--- src/rtl/hack_pkg.sv ---
// Shared definitions for the Hack control core: sequencer states, instruction
// field positions and jump-condition encodings.
package hack_pkg;

    typedef enum logic [2:0] {
        RST,
        FETCH,
        DECODE,
        READ_M,
        EXEC,
        WRITE_M
    } state_e;

    localparam int CI_BIT   = 15;
    localparam int A_BIT    = 12;
    localparam int CTL_MSB  = 11;
    localparam int CTL_LSB  = 6;
    localparam int DEST_MSB = 5;
    localparam int DEST_LSB = 3;
    localparam int JMP_MSB  = 2;
    localparam int JMP_LSB  = 0;

    localparam logic [2:0] JMP_NULL = 3'b000;
    localparam logic [2:0] JMP_ALL  = 3'b111;

endpackage

--- src/rtl/hack_jump_eval.sv ---
// Combinational Hack jump decision from the j1/j2/j3 field and the ALU flags.
module hack_jump_eval
    import hack_pkg::*;
(
    input  logic [2:0] j_i,
    input  logic       zr_i,
    input  logic       ng_i,
    output logic       take_o
);

    always_comb begin
        take_o = 1'b0;
        if (j_i == JMP_ALL) begin
            take_o = 1'b1;
        end else if (j_i != JMP_NULL) begin
            take_o = (j_i[2] & ng_i) | (j_i[1] & zr_i) | (j_i[0] & ~ng_i & ~zr_i);
        end
    end

endmodule

--- src/rtl/hack_cpu_sequencer.sv ---
// Multi-cycle Hack-ISA sequencer: owns A/D/PC/IR, fetches over a req/ack port,
// reads/writes data memory and steers an external 16-bit ALU.
module hack_cpu_sequencer
    import hack_pkg::*;
#(
    parameter int IMEM_AW = 15,
    parameter int DMEM_AW = 15
) (
    input  logic               clk,
    input  logic               rst_n,
    output logic               imem_req,
    output logic [IMEM_AW-1:0] imem_addr,
    input  logic               imem_ack,
    input  logic [15:0]        imem_rdata,
    output logic               dmem_req,
    output logic               dmem_we,
    output logic [DMEM_AW-1:0] dmem_addr,
    output logic [15:0]        dmem_wdata,
    input  logic               dmem_ack,
    input  logic [15:0]        dmem_rdata,
    output logic [15:0]        alu_x,
    output logic [15:0]        alu_y,
    output logic [5:0]         alu_ctl,
    input  logic [15:0]        alu_out,
    input  logic               alu_zr,
    input  logic               alu_ng,
    output logic               retire,
    output logic [IMEM_AW-1:0] pc
);

    localparam logic [IMEM_AW-1:0] PC_ONE = {{(IMEM_AW-1){1'b0}}, 1'b1};

    state_e               state_q, state_d;
    logic [15:0]          a_q, a_d, d_q, d_d, ir_q, ir_d, m_q, m_d;
    logic [IMEM_AW-1:0]   pc_q, pc_d;
    logic                 imem_req_q, imem_req_d;
    logic                 dmem_req_q, dmem_req_d;
    logic                 dmem_we_q, dmem_we_d;
    logic [DMEM_AW-1:0]   dmem_addr_q, dmem_addr_d;
    logic [15:0]          dmem_wdata_q, dmem_wdata_d;
    logic                 retire_q, retire_d;
    logic [2:0]           dest;
    logic                 jump_take;

    assign dest = ir_q[DEST_MSB:DEST_LSB];

    hack_jump_eval u_jump (
        .j_i    (ir_q[JMP_MSB:JMP_LSB]),
        .zr_i   (alu_zr),
        .ng_i   (alu_ng),
        .take_o (jump_take)
    );

    // NOTE: every next-state value gets a default first, so no path through the case can infer a latch.
    always_comb begin
        state_d      = state_q;
        a_d          = a_q;
        d_d          = d_q;
        pc_d         = pc_q;
        ir_d         = ir_q;
        m_d          = m_q;
        imem_req_d   = imem_req_q;
        dmem_req_d   = dmem_req_q;
        dmem_we_d    = dmem_we_q;
        dmem_addr_d  = dmem_addr_q;
        dmem_wdata_d = dmem_wdata_q;
        retire_d     = 1'b0;
        alu_ctl      = 6'b0;

        // Request states spend one cycle raising req, then wait for ack with req held.
        case (state_q)
            RST: state_d = FETCH;
            FETCH: begin
                if (!imem_req_q) begin
                    imem_req_d = 1'b1;
                end else if (imem_ack) begin
                    imem_req_d = 1'b0;
                    ir_d       = imem_rdata;
                    state_d    = DECODE;
                end
            end
            DECODE: begin
                if (!ir_q[CI_BIT]) begin
                    a_d      = {1'b0, ir_q[CI_BIT-1:0]};
                    pc_d     = pc_q + PC_ONE;
                    retire_d = 1'b1;
                    state_d  = FETCH;
                end else if (ir_q[A_BIT]) begin
                    dmem_addr_d = a_q[DMEM_AW-1:0];
                    state_d     = READ_M;
                end else begin
                    state_d = EXEC;
                end
            end
            READ_M: begin
                if (!dmem_req_q) begin
                    dmem_req_d = 1'b1;
                    dmem_we_d  = 1'b0;
                end else if (dmem_ack) begin
                    dmem_req_d = 1'b0;
                    m_d        = dmem_rdata;
                    state_d    = EXEC;
                end
            end
            EXEC: begin
                alu_ctl = ir_q[CTL_MSB:CTL_LSB];
                // Jump target and write address both use A as it was before this instruction.
                pc_d         = jump_take ? a_q[IMEM_AW-1:0] : pc_q + PC_ONE;
                dmem_addr_d  = a_q[DMEM_AW-1:0];
                dmem_wdata_d = alu_out;
                if (dest[1]) d_d = alu_out;
                if (dest[2]) a_d = alu_out;
                if (dest[0]) begin
                    state_d = WRITE_M;
                end else begin
                    retire_d = 1'b1;
                    state_d  = FETCH;
                end
            end
            WRITE_M: begin
                if (!dmem_req_q) begin
                    dmem_req_d = 1'b1;
                    dmem_we_d  = 1'b1;
                end else if (dmem_ack) begin
                    dmem_req_d = 1'b0;
                    dmem_we_d  = 1'b0;
                    retire_d   = 1'b1;
                    state_d    = FETCH;
                end
            end
            default: state_d = RST;
        endcase
    end

    // NOTE: sequential state uses non-blocking assignments so all registers update together at the edge.
    always_ff @(posedge clk or negedge rst_n) begin
        if (!rst_n) begin
            state_q      <= RST;
            a_q          <= 16'h0;
            d_q          <= 16'h0;
            pc_q         <= '0;
            ir_q         <= 16'h0;
            m_q          <= 16'h0;
            imem_req_q   <= 1'b0;
            dmem_req_q   <= 1'b0;
            dmem_we_q    <= 1'b0;
            dmem_addr_q  <= '0;
            dmem_wdata_q <= 16'h0;
            retire_q     <= 1'b0;
        end else begin
            state_q      <= state_d;
            a_q          <= a_d;
            d_q          <= d_d;
            pc_q         <= pc_d;
            ir_q         <= ir_d;
            m_q          <= m_d;
            imem_req_q   <= imem_req_d;
            dmem_req_q   <= dmem_req_d;
            dmem_we_q    <= dmem_we_d;
            dmem_addr_q  <= dmem_addr_d;
            dmem_wdata_q <= dmem_wdata_d;
            retire_q     <= retire_d;
        end
    end

    assign imem_req   = imem_req_q;
    assign imem_addr  = pc_q;
    assign dmem_req   = dmem_req_q;
    assign dmem_we    = dmem_we_q;
    assign dmem_addr  = dmem_addr_q;
    assign dmem_wdata = dmem_wdata_q;
    assign alu_x      = d_q;
    assign alu_y      = ir_q[A_BIT] ? m_q : a_q;
    assign retire     = retire_q;
    assign pc         = pc_q;

endmodule

--- config.mk ---
export PLATFORM = sky130hd
export DESIGN_NAME = hack_cpu_sequencer
export DESIGN_NICKNAME = d
export VERILOG_FILES = /design/src/rtl/hack_pkg.sv /design/src/rtl/hack_jump_eval.sv /design/src/rtl/hack_cpu_sequencer.sv
export SDC_FILE = /design/constraint.sdc
export NUM_CORES = 1
export LEC_CHECK = 0
export CAP_MARGIN = 20
export CORE_UTILIZATION = 43
export CTS_CLUSTER_SIZE = 24
export DETAILED_ROUTE_END_ITERATION = 12
export GPL_TIMING_DRIVEN = 0
export PLACE_DENSITY = 0.82
export SYNTH_ARGS = -nofsm -noshare
export SYNTH_HDL_FRONTEND = slang
export SYNTH_HIERARCHICAL = 1
export SYNTH_SLANG_ARGS = --single-unit
--- constraint.sdc ---
create_clock -name clk -period 2.2 [get_ports clk]
set_clock_uncertainty 0.2 [all_clocks]
set_input_delay 0.44 -clock clk [delete_from_list [all_inputs] [get_ports clk]]
set_output_delay 0.44 -clock clk [all_outputs]
set_load 0.005 [all_outputs]
==> results.ini <==
[logic_synthesis]
synth_top_area_frac=0.548
synth_ff_type=dfrtp_1
yosysMostFrequentCell=dfrtp_1
syn_area_um2=5340
syn_inst=465
async_reset_ff_frac=1.00
ys_seq_area_frac=0.548
ys_types=46
yosysTopAreaCell=dfrtp_1
synth_area_leaders=dfrtp_1 55%, mux2_2 17%, nand2_1 5.4%
ys_top_cells_by_count=117 x dfrtp_1, 79 x mux2_2, 77 x nand2_1, 26 x o21ai_0, 17 x buf_4
synth_edf_count=0
syn-mean-instance-area_um2=11.5
ys_seq_elements=117
yosys_warnings=6
syn_nets=520

[critical_path]
path_max_fanout=4
critPathRequiredTime_ns=1.56
worstSetupPathType=reg2out
arrival_ns=1.68
r2r_cells=6
cp-end-kind=output port
cp-start-kind=flip-flop

[clock_tree]
clockRootBuffer=clkbuf_16
ctsHtreeMaxLevel=4
clk_pin_slew_worst_paths_ns=0.06
cts_tree=built
clock_latency_ns=0.41
cts_sinks=117
numCtsBuffers=17
clock_path_buffers=2

[placement]
place_congestion=0.882
hpwlAfterDp_um=10500
placement.io_buffers=156

[grt]
grt_use_total=0.249
first_global_vias=4686
grt_pass1_wl_um=24400
grt-ovfl-total=0
grt_antenna_before_repair=0
grt_max_degree=86

[timing]
setup_viol=9
fmax_ghz=0.431
final-hold-violation-count=0
relSlewSlack=0.644
setup_slack_ns=-0.122
rsz0062_at_grt=yes
worst_slew_pin_slew_ns=0.534
maxSlewViolCount=0
timing.final.crit_share=1.06
layout_min_cycle_time_ns=2.32
holdWs_ns=0.276

[floorplan]
num_io_pins=157
start_util=0.443
die_area_um2=12900
rows=40
die_w_um=113
fp.coreArea_um2=12100
dieHeight_um=113

[power_and_ir_drop]
vdd_drop_max_uv=612
p_int_mw=7.64
p_per_area_nw_per_um2=1410
leakage_nw=3.57
seqPwrFrac=0.357
combPwrFrac=0.413
p_sw_frac=0.318
clkPwrFrac=0.230
p_sw_mw=3.57

[drt]
drt_wl_total_um=15000
ant_nets=0
dr.pass1.iters=4
drt-vias-per-instance=5.30
initialDrtViolationCount=226
num_vias=4434
drc=0
wire_per_inst_um=17.9

[finish]
nNetsFinal=713
post-route-util=0.660
area_growth_pct=49.0
antenna_cells=0
nFillCells=940
drive_above_1_share=0.306

[outcome]
status=complete, but fails checks
violations=setup timing

[run]
maxCapViolations=0

[min_path]
min_path_type=in2async

## stage by stage
| step | total power, mW | setup TNS (ns) | setup WS [ns] | instances | cell area [µm²] |
|---|---|---|---|---|---|
| finish | 11.2 | -0.657 | -0.122 | 837 | 7960 |
| global placement | 8.17 | -468.79 | -3.89 | 789 | 7110 |
| floorplan | 5.87 | 0 | 0.0478 | 465 | 5340 |
| detailed placement | 8.38 | -16.22 | -0.835 | 790 | 7140 |
| CTS | 11.2 | -0.685 | -0.0762 | 836 | 7920 |
| global route | 11.9 | -1.71 | -0.165 | 837 | 7960 |
## state kept, by name, summed over array words and instances (netlist names)
register and flops:
dmem_we 1, a_q 16, imem_addr 15, m_q 16, dmem_addr 15, state_q 3
dmem_req 1, alu_x 16, ir_q 16, dmem_wdata 16, retire 1, imem_req 1
## critical path, stage by stage, from the launching register on
cell and delay, ns:
dfrtp_1 0.40, nor3b_2 0.23, buf_4 0.17, buf_8 0.11, clkbuf_16 0.12, and2_4 0.14, buf_6 0.09
## power by group through the flow
stage               combinational (mW)  clock, mW  sequential [mW]
finish                            4.63       2.57             4.00
global placement                  4.24          0             3.93
detailed placement                4.38          0             3.99
floorplan                         2.12          0             3.75
CTS                               4.63       2.59             3.98
global route                      5.02       2.70             4.13
## cell usage in the layout (no fill, tap or decap), types with 6 or more instances in the layout
master | synthesis | routed
a21boi_0 | 9 | 7
a21oi_1 | 14 | 14
a2bb2oi_1 | 10 | 10
and2_4 | 0 | 6
buf_2 | 11 | 17
buf_4 | 17 | 33
buf_6 | 0 | 16
clkbuf_16 | 0 | 18
clkbuf_2 | 1 | 9
clkdlybuf4s50_1 | 0 | 133
dfrtp_1 | 117 | 115
mux2_2 | 79 | 74
mux2i_1 | 8 | 8
nand2_1 | 77 | 77
nand3_1 | 10 | 10
nor2_1 | 7 | 6
o21ai_0 | 26 | 26
o22ai_1 | 6 | 6
## routing by layer
| metal | vias up | GRT usage | wire length (µm) |
|---|---|---|---|
| met5 | - | 0 | 0 |
| met4 | 0 | 0.106 | 382 |
| met3 | 31 | 0.0622 | 875 |
| met2 | 183 | 0.420 | 7560 |
| met1 | 2194 | 0.304 | 6180 |
| li1 | 2026 | - | - |
## cells by family (layout without fill, tap and decap cells)
| group | after synthesis | count (layout) | share of synthesized area |
|---|---|---|---|
| flip-flops | 117 | 117 | 0.548 |
| AND/OR/NAND/NOR | 130 | 130 | 0.119 |
| adder cells (fa/ha/maj) | 1 | 1 | 0.00234 |
| buffers and inverters | 48 | 252 | 0.0485 |
| multiplexers | 87 | 87 | 0.182 |
| XOR/XNOR | 1 | 1 | 0.00164 |
| AO/OA/AOI/OAI | 81 | 81 | 0.0984 |
## what timing repair did
item,in CTS,in global routing
pin swaps,6,3
gates resized for setup,129,23
hold endpoints to repair,32,0
buffers inserted,17,5
hold buffers,1,0
gates cloned,1,0
endpoints found under the setup margin,54,83
## final cells by class
class                   count  area, µm²  area share
repair buffers            178       1740       0.219
well taps                 168        210      0.0264
inverters                   1       3.75    0.000472
multi-input cells         300       2210       0.278
clock inverters             9       80.1      0.0101
flip-flops and latches    117       2930       0.368
clock buffers              21        470      0.0591
plain buffers              43        309      0.0388
## path summary, 6_finish.rpt
kind | start | endpoint | slack [ns]
hold reg to reg | dmem_wdata[5] | dmem_wdata[5] | 0.28
setup reg to reg | imem_addr[0] | imem_addr[14] | 0.05
setup / recovery | state_q[1] | alu_ctl[3] | -0.12
min in group clk | dmem_wdata[5] | dmem_wdata[5] | 0.28
max in group asynchronous | rst_n | imem_addr[8] | 0.80
hold / removal | rst_n | ir_q[0] | 0.28
Note: power is estimated with default switching activity, not from simulation.
